--- src/rtl/program_loader_pkg.sv ---
// Shared constants and types for the program loader and processor core.
package program_loader_pkg;

    localparam logic [7:0] SYNC_BYTE_DEF = 8'hA5;
    localparam int         PM_DEPTH_DEF  = 64;
    localparam int         INSTR_W       = 13;

    typedef enum logic [2:0] {
        ST_IDLE  = 3'd0,
        ST_COUNT = 3'd1,
        ST_LO    = 3'd2,
        ST_HI    = 3'd3,
        ST_CHECK = 3'd4
    } ldr_state_t;

endpackage

--- src/rtl/program_loader_checksum.sv ---
// 8-bit wrap-around accumulator; clear has priority over enable.
module loader_checksum (
    input  logic       clk,
    input  logic       rst,
    input  logic       clear,
    input  logic       enable,
    input  logic [7:0] data_in,
    output logic [7:0] sum
);

    // Running sum of accepted data bytes.
    always_ff @(posedge clk or posedge rst) begin
        if (rst) begin
            sum <= 8'd0;
        end else if (clear) begin
            sum <= 8'd0;
        end else if (enable) begin
            sum <= sum + data_in;
        end
    end

endmodule

--- src/rtl/program_loader.sv ---
// Serial program loader: receives a framed byte stream and writes 13-bit
// instruction words into program memory while holding the core in reset.
//
// state    | meaning
// ---------+----------------------------------------------------------
// ST_IDLE  | waiting for the sync byte, other bytes dropped
// ST_COUNT | next byte is the word count N
// ST_LO    | next byte is the low 8 bits of a word
// ST_HI    | next byte is the high 5 bits of a word (bits 7:5 must be 0)
// ST_CHECK | next byte is the checksum of all data bytes
module program_loader
    import program_loader_pkg::*;
#(
    parameter logic [7:0] SYNC_BYTE = SYNC_BYTE_DEF,
    parameter int         PM_DEPTH  = PM_DEPTH_DEF,
    localparam int        ADDR_W    = $clog2(PM_DEPTH)
) (
    input  logic               clk,
    input  logic               rst,
    input  logic [7:0]         rx_data,
    input  logic               rx_valid,
    output logic               rx_ready,
    input  logic               abort,
    output logic               pm_we,
    output logic [ADDR_W-1:0]  pm_addr,
    output logic [INSTR_W-1:0] pm_wdata,
    output logic               core_hold,
    output logic               done,
    output logic               error
);

    // Counter is one bit wider than the address so it can hold N = PM_DEPTH.
    localparam int CNT_W = ADDR_W + 1;

    ldr_state_t state, state_next;

    logic [CNT_W-1:0] word_cnt;
    logic [CNT_W-1:0] count_n;
    logic [CNT_W-1:0] cnt_inc;
    logic [7:0]       lo_byte;
    logic [7:0]       cs_sum;
    logic [31:0]      n_ext;

    logic accept;
    logic cs_clear;
    logic cs_en;
    logic load_count;
    logic store_lo;
    logic write_word;
    logic set_done;
    logic set_error;
    logic clear_flags;

    assign rx_ready = 1'b1;
    assign accept   = rx_valid;
    assign cnt_inc  = word_cnt + CNT_W'(1);
    assign n_ext    = {24'd0, rx_data};

    loader_checksum u_checksum (
        .clk     (clk),
        .rst     (rst),
        .clear   (cs_clear),
        .enable  (cs_en),
        .data_in (rx_data),
        .sum     (cs_sum)
    );

    // State register.
    always_ff @(posedge clk or posedge rst) begin
        if (rst) begin
            state <= ST_IDLE;
        end else begin
            state <= state_next;
        end
    end

    // Next-state and per-byte control strobes; abort overrides everything.
    always_comb begin
        state_next  = state;
        cs_clear    = 1'b0;
        cs_en       = 1'b0;
        load_count  = 1'b0;
        store_lo    = 1'b0;
        write_word  = 1'b0;
        set_done    = 1'b0;
        set_error   = 1'b0;
        clear_flags = 1'b0;

        case (state)
            ST_IDLE: begin
                if (accept && rx_data == SYNC_BYTE) begin
                    state_next  = ST_COUNT;
                    clear_flags = 1'b1;
                end
            end
            ST_COUNT: begin
                if (accept) begin
                    if (rx_data == 8'd0 || n_ext > PM_DEPTH) begin
                        state_next = ST_IDLE;
                        set_error  = 1'b1;
                    end else begin
                        state_next = ST_LO;
                        load_count = 1'b1;
                        cs_clear   = 1'b1;
                    end
                end
            end
            ST_LO: begin
                if (accept) begin
                    state_next = ST_HI;
                    store_lo   = 1'b1;
                    cs_en      = 1'b1;
                end
            end
            ST_HI: begin
                if (accept) begin
                    if (rx_data[7:5] != 3'b000) begin
                        state_next = ST_IDLE;
                        set_error  = 1'b1;
                    end else begin
                        cs_en      = 1'b1;
                        write_word = 1'b1;
                        state_next = (cnt_inc == count_n) ? ST_CHECK : ST_LO;
                    end
                end
            end
            ST_CHECK: begin
                if (accept) begin
                    state_next = ST_IDLE;
                    if (rx_data == cs_sum) begin
                        set_done = 1'b1;
                    end else begin
                        set_error = 1'b1;
                    end
                end
            end
            default: begin
                state_next = ST_IDLE;
            end
        endcase

        if (abort && state != ST_IDLE) begin
            state_next  = ST_IDLE;
            set_error   = 1'b1;
            set_done    = 1'b0;
            write_word  = 1'b0;
            cs_en       = 1'b0;
            cs_clear    = 1'b0;
            store_lo    = 1'b0;
            load_count  = 1'b0;
            clear_flags = 1'b0;
        end
    end

    // Frame datapath: word count, low byte latch and word counter.
    always_ff @(posedge clk or posedge rst) begin
        if (rst) begin
            count_n  <= '0;
            word_cnt <= '0;
            lo_byte  <= 8'd0;
        end else begin
            if (load_count) begin
                count_n  <= rx_data[CNT_W-1:0];
                word_cnt <= '0;
            end else if (write_word) begin
                word_cnt <= cnt_inc;
            end
            if (store_lo) begin
                lo_byte <= rx_data;
            end
        end
    end

    // Program memory write port, registered one cycle after the high byte.
    always_ff @(posedge clk or posedge rst) begin
        if (rst) begin
            pm_we    <= 1'b0;
            pm_addr  <= '0;
            pm_wdata <= '0;
        end else begin
            pm_we <= write_word;
            if (write_word) begin
                pm_addr  <= word_cnt[ADDR_W-1:0];
                pm_wdata <= {rx_data[4:0], lo_byte};
            end
        end
    end

    // Sticky status flags and core hold; the core runs whenever we are idle.
    always_ff @(posedge clk or posedge rst) begin
        if (rst) begin
            done      <= 1'b0;
            error     <= 1'b0;
            core_hold <= 1'b1;
        end else begin
            if (clear_flags) begin
                done  <= 1'b0;
                error <= 1'b0;
            end else begin
                if (set_done) begin
                    done <= 1'b1;
                end
                if (set_error) begin
                    error <= 1'b1;
                end
            end
            core_hold <= (state_next != ST_IDLE);
        end
    end

endmodule

--- config.mk ---
export PLATFORM = sky130hd
export DESIGN_NAME = program_loader
export DESIGN_NICKNAME = d
export VERILOG_FILES = /design/src/rtl/program_loader_pkg.sv /design/src/rtl/program_loader_checksum.sv /design/src/rtl/program_loader.sv
export SDC_FILE = /design/constraint.sdc
export NUM_CORES = 1
export LEC_CHECK = 0
export ABC_CLOCK_PERIOD_IN_PS = 5250
export CAP_MARGIN = 40
export CORE_AREA = 2 2 84 86
export DETAILED_ROUTE_END_ITERATION = 16
export DIE_AREA = 0 0 86 88
export DONT_BUFFER_PORTS = 1
export SLEW_MARGIN = 30
export SYNTH_ARGS = -nofsm -noshare
export SYNTH_HDL_FRONTEND = slang
export SYNTH_SLANG_ARGS = --single-unit
--- constraint.sdc ---
create_clock -name clk -period 5.25 [get_ports clk]
set_input_delay 1.05 -clock clk [delete_from_list [all_inputs] [get_ports clk]]
set_output_delay 1.05 -clock clk [all_outputs]
set_load 0.005 [all_outputs]
==> out/results.ini, run 1 <==
[place]
io_buffer_count = 0
pre_cts_ws_ps = 2520
place_area_mm2 = 0.00294
placed_cells = 346
globalplace.congestion = 0.817
hpwl_um = 4070

[logic_synthesis]
synth_cell_type_count = 53
async_reset_ff_share_pct = 100
syn_nets = 299
synthTopCellsByArea = dfrtp_1 (48%), mux2_1 (6.6%), nand2_1 (5.5%), ha_1 (3.5%), mux2_2 (3.1%)
synth_seq_area_share_pct = 48.5
yosys_warnings = 0
syn_area_mm2 = 0.00289
synth_most_common_cell = dfrtp_1
synth_edf_count = 0
synth.avg_cell_area_um2 = 10.4
yosysTopAreaCell = dfrtp_1
netlist_instances = 278
synth_top_area_share_pct = 47.6
synth_common_cells = dfrtp_1 (55), nand2_1 (42), mux2_1 (17)
synth-seq-cells = 56
synth_ff_type = dfrtp_1

[sta]
slew_violations = 0
fin_worst_skew_ps = 7.42
hold_ws_ps = 486
setup_ws_ps = 2850
worstMarginPinSlew_ps = 711
finalSetupViolCount = 0
max_freq_ghz = 0.417
fin_crit_sh_pct = 45.7
fin_crit_ps = 2400
rsz0062_at_grt = no
timing.slew.headroom_pct = 52.5
setup_tns_ps = 0
final-hold-violation-count = 0

[die]
dieArea_mm2 = 0.00757
num_rows = 30
die_w_um = 86
die_h_um = 88
core_mm2 = 0.00664
floorplan.initialDensity_pct = 43.5
ios = 36

[worst_setup_path]
crit_type = primary input to flop
crit_path_end = count_n[0]$_DFFE_PP0P_
arrival_ps = 2600
reg2reg_depth = 4
cp-start-kind = primary input
path_cells = nor3_1, nand4b_1, a21oi_4, mux2_1
max_stage_delay_ps = 610
cpLargestDelayFamily = compound AO/OA/AOI/OAI gates
reg2reg_setup_slack_ps = 3070
cp-end-kind = flop
crit_buf_inv = 0
cp_slowest_cell = a21oi_4
required_ps = 5450
reg2reg_to = count_n[0]$_DFFE_PP0P_
cp.depth = 4
crit_fanout = 22
cp-startpoint = rx_data[1]
r2r_start = state[0]$_DFF_PP0_

[routing]
postRouteWirelength_um = 5750
drc = 0
wl_per_cell_um = 16.3
num_vias = 1976
drt_first_pass_iters = 4
drtIter0Drc = 89
vias_per_cell = 5.58
antenna_left = 0

[clocking]
tritoncts = built
clock_latency_ps = 310
cts_max_level = 2
cts_resized = 0
cts_buffers = 5
clk_pin_slew_ps = 110
cts_max_path_buffers = 2
cts.sinks = 56
holdBufCountCts = 0
postCtsSetupBuffers = 0
cts_root_buf = clkbuf_8

[final_layout]
layout.cells.non_filler = 354
fin_nets = 294
diodes = 0
final_layout_size_suffix_gt1_share_pct = 8.76
stdcell_area_mm2 = 0.00303
area_growth_pct = 4.89

[power]
p_leak_nw = 1.44
power.density_mw_per_mm2 = 370
peakVddDrop_mv = 0.157

[run]
cap_violations = 0

[global_route]
overflow = 0
grt_pass1_vias = 1874
antenna_found_initial = 0
grt_max_degree = 57
grt.total_usage_pct = 16.4
grt_pass1_wl_um = 9690

[hold_path]
hp-class = flop to flop

[outcome]
outcome = complete, no violations

[sequential cells by signal, summed over array words and instances, names as in the netlist]
name            cells
pm_wdata           13
lo_byte             8
u_checksum.sum      8
count_n             7
word_cnt            7
pm_addr             6
state               3
core_hold           1
done                1
error               1
pm_we               1
[layout by cell type (no fill, tap or decap), drive strengths merged, types with 9 or more instances in the layout]
| cell | synthesis | final |
|---|---|---|
| o21ai | 9 | 9 |
| nor3 | 10 | 10 |
| xnor2 | 10 | 10 |
| dfrtp | 55 | 55 |
| a21oi | 9 | 9 |
| nand2 | 42 | 42 |
| nor2 | 14 | 14 |
| mux2 | 25 | 25 |
[report_power, final]
group          leakage, nW  switching (mW)  internal [mW]  total (mW)
logic                0.634           0.157          0.152       0.309
registers            0.757          0.0631          0.509       0.572
clock network       0.0485           0.146         0.0960       0.242
[tightest hold or removal path, cell delays in order, from the launching register on]
cell and delay (ps):
dfrtp_1 360, nand2_1 50, nand2_1 50
[worst min-delay path by stage]
stage	to	depth (start not counted)	slack, ps	start
2_1_floorplan	pm_wdata[0]$_DFFE_PP0P_	2	440	lo_byte[0]$_DFFE_PP0P_
3_3_place_gp	pm_wdata[3]$_DFFE_PP0P_	2	460	lo_byte[3]$_DFFE_PP0P_
3_5_place_dp	pm_wdata[3]$_DFFE_PP0P_	2	460	lo_byte[3]$_DFFE_PP0P_
4_1_cts	pm_wdata[2]$_DFFE_PP0P_	2	490	lo_byte[2]$_DFFE_PP0P_
5_1_grt	pm_wdata[7]$_DFFE_PP0P_	2	520	lo_byte[7]$_DFFE_PP0P_
6_report	pm_wdata[0]$_DFFE_PP0P_	2	490	lo_byte[0]$_DFFE_PP0P_
[layout make-up]
cell class / instances / area (um2)
sequential: 56 / 1400
clock inverter: 3 / 22.5
clock buffer: 5 / 68.8
fill: 643 / 3610
tap: 80 / 100
multi-input combinational: 201 / 1400
timing repair buffer: 2 / 15.0
inverter: 7 / 26.3
[metrics by stage]
| stage | power, mW | util, % |
|---|---|---|
| finish | 1.12 | 45.6 |
| floorplan | 0.827 | - |
| global route | 1.21 | 45.6 |
| detailed placement | 0.890 | 44.3 |
| global placement | 0.884 | 44.2 |
| CTS | 1.14 | 45.6 |
[logic make-up after synthesis]
| family | after synthesis | synth area share (%) |
|---|---|---|
| AO/OA/AOI/OAI | 47 | 10.9 |
| flip-flops | 56 | 48.5 |
| adder cells (fa/ha/maj) | 10 | 4.50 |
| buffers and inverters | 21 | 3.42 |
| other | 1 | 0.130 |
| XOR/XNOR | 18 | 5.45 |
| multiplexers | 28 | 10.8 |
| AND/OR/NAND/NOR | 97 | 16.3 |
[per-layer routing]
layer / vias up / routed length, um / global-route usage, %
li1: 966 / - / -
met4: 0 / 61 / 3.90
met1: 973 / 2820 / 23.2
met2: 32 / 2630 / 25.4
met3: 5 / 245 / 4.05
met5: - / 0 / 0
Power figures use the tool's default switching activity.
==> run 2: changes to the inputs <==
--- a/config.mk
+++ b/config.mk
@@ -5,7 +5,7 @@
 export SDC_FILE = /design/constraint.sdc
 export NUM_CORES = 1
 export LEC_CHECK = 0
-export ABC_CLOCK_PERIOD_IN_PS = 5250
+export ABC_CLOCK_PERIOD_IN_PS = 2500
 export CAP_MARGIN = 40
 export CORE_AREA = 2 2 84 86
 export DETAILED_ROUTE_END_ITERATION = 16
==> constraint.sdc (replaced) <==
create_clock -name clk -period 2.5 [get_ports clk]
set_input_delay 0.5 -clock clk [delete_from_list [all_inputs] [get_ports clk]]
set_output_delay 0.5 -clock clk [all_outputs]
set_load 0.005 [all_outputs]
==> run 2 against run 1 <==
  * Register-to-register slack worse by 2500 ps
  * Critical path type is now flop to flop
  * Die area unchanged
  * Critical path depth is 1 higher
  * Sequential cell count did not move
  * Global-route usage rose by 0.21 points
  * Setup slack got worse by 2300 ps
  * Clock power grew to 2.9 times the previous value
==> out/results.ini, run 2 (synthesis results as in run 1) <==
[final_layout]
register_area_mm2 = 0.00140  ; unchanged
multiInputGateArea_mm2 = 0.00139  ; -0.54%
largest_reg_flops = 13  ; unchanged
fillerInstances = 634  ; -1.4%
final_common_cell = dfrtp_1
area_growth_pct = 7.70
largest_registers = pm_wdata (13), lo_byte (8), u_checksum.sum (8)
final_cell_mix = dfrtp_1 (55), nand2_1 (42), mux2_1 (17)
fin_nets = 297  ; +1.0%
regMostFlops = pm_wdata
diodes = 0  ; unchanged
layout.cells.non_filler = 357  ; +0.85%
final_layout_size_suffix_gt1_share_pct = 9.39  ; +0.63 points

[global_route]
grt_max_degree = 34  ; -40%
grt.total_usage_pct = 16.6  ; +0.21 points
grt_pass1_vias = 2019  ; +7.7%
antenna_found_initial = 0  ; unchanged
overflow = 0  ; unchanged
grt_pass1_wl_um = 9810  ; +1.3%

[die]
core_mm2 = 0.00664  ; unchanged
dieArea_mm2 = 0.00757  ; unchanged
ios = 36  ; unchanged
die_h_um = 88  ; unchanged
floorplan.initialDensity_pct = 43.5  ; unchanged
num_rows = 30  ; unchanged
die_w_um = 86  ; unchanged

[power]
pwr-share-clk_pct = 27.4  ; +5.8 points
p_int_mw = 1.79  ; +140%
power_frac_comb_pct = 25.7  ; -1.8 points
power_frac_seq_pct = 46.9  ; -4.1 points
power.density_mw_per_mm2 = 816  ; +120%
fin_total_pwr_mw = 2.54  ; +130%
p_sw_share_pct = 29.3  ; -3.3 points
peakVddDrop_mv = 0.369  ; +140%
p_leak_nw = 1.48  ; +3.0%
p_sw_uw = 745  ; +100%

[worst_setup_path]
path_cells = and4bb_2, nand3_1, buf_12, or3_1, a21oi_1
max_stage_delay_ps = 460  ; -150 ps
crit_type = flop to flop
arrival_ps = 2220  ; -380 ps
required_ps = 2740  ; -2710 ps
cp-start-kind = flop
crit_fanout = 17  ; -23%
reg2reg_depth = 5  ; +1
cp_slowest_cell = dfrtp_1
cp-end-kind = flop

[routing]
vias_per_cell = 5.55  ; -0.59%
wl_per_cell_um = 16.4  ; +0.99%
postRouteWirelength_um = 5860  ; +1.8%
antenna_left = 0  ; unchanged
drtIter0Drc = 103  ; +16%
drc = 0  ; unchanged
num_vias = 1981  ; +0.25%
drt_first_pass_iters = 4  ; unchanged

[sta]
setup_tns_ps = 0  ; unchanged
finalSetupViolCount = 0  ; unchanged
fin_crit_ps = 1970
final-hold-violation-count = 0  ; unchanged
slew_violations = 0  ; unchanged
setup_ws_ps = 526  ; -2330 ps
timing.slew.headroom_pct = 64.6  ; +12 points
worstMarginPinSlew_ps = 527  ; -185 ps
fin_worst_skew_ps = 4.11  ; -3.31 ps
max_freq_ghz = 0.507
rsz0062_at_grt = no
fin_crit_sh_pct = 78.9

[clocking]
postCtsSetupBuffers = 0  ; unchanged
cts_max_path_buffers = 2  ; unchanged
holdBufCountCts = 0  ; unchanged
cts_resized = 0  ; unchanged
clock_latency_ps = 310  ; about the same
cts_max_level = 2  ; unchanged
cts_buffers = 5  ; unchanged
cts_root_buf = clkbuf_8
clk_pin_slew_ps = 100  ; about the same
tritoncts = built
cts.sinks = 56  ; unchanged

[run]
cap_violations = 0  ; unchanged

[place]
io_buffer_count = 0  ; unchanged
globalplace.congestion = 0.792  ; -3.1%
pre_cts_ws_ps = 499  ; -2020 ps
hpwl_um = 4190  ; +3.1%
placed_cells = 349  ; +0.87%

[hold_path]
hp-class = primary input to asynchronous set/reset pin

[outcome]
outcome = complete, no violations

[run 2: cell count changes in the layout (fill, tap and decap cells not counted), sizes merged]
cell	delta
buf	+3
bufinv	+2
clkbuf	+1
clkinv	-2
inv	-1
[run 2: worst paths after layout]
check,startpoint,end,slack (ps)
min in group clk,rx_data[4],pm_wdata[12]$_DFFE_PP0P_,320
setup / recovery,state[2]$_DFF_PP0_,word_cnt[5]$_DFFE_PP0P_,530
setup reg to reg,state[2]$_DFF_PP0_,word_cnt[5]$_DFFE_PP0P_,530
hold reg to reg,lo_byte[5]$_DFFE_PP0P_,pm_wdata[5]$_DFFE_PP0P_,480
max in group asynchronous,rst,core_hold$_DFF_PP1_,1800
hold / removal,rst,pm_wdata[4]$_DFFE_PP0P_,90
[run 2: critical path, delay by kind of cell (launching register included)]
family / cells / cell delay (ps)
AO/OA/AOI/OAI: 1 / 140
buffers and inverters: 1 / 260
flip-flops: 1 / 460
AND/OR/NAND/NOR: 3 / 1050
[run 2: power groups by stage]
stage                     Sequential (mW)  Combinational [mW]  Clock (mW)
after floorplan                      1.17               0.568           0
after global placement               1.21               0.639           0
after detailed placement             1.21               0.656           0
after CTS                            1.19               0.659       0.717
after global routing                 1.22               0.736       0.746
final                                1.19               0.652       0.696
[run 2: per-layer routing]
layer	GRT usage, %	wire length [um]	vias to the layer above
li1	-	-	974
met1	21.3	2750	963
met2	28.0	2790	36
met3	3.68	242	8
met4	5.34	78	0
met5	0	0	-
[run 2: stage by stage]
stage | utilization [%] | hold WS [ps] | cell area [um2]
2_1_floorplan | - | 442 | 2890
3_3_place_gp | 44.9 | 447 | 2980
3_5_place_dp | 44.9 | 445 | 2980
4_1_cts | 46.9 | 107 | 3110
5_1_grt | 46.9 | 127 | 3110
6_report | 46.9 | 92.7 | 3110
[run 2: area by class of cell]
cell class,count,share of cell area (%)
clock inverters,2,1.93
repair buffers,5,2.01
well taps,80,3.21
inverters,7,0.844
flip-flops and latches,56,45.0
multi-input cells,201,44.6
clock buffers,6,2.33
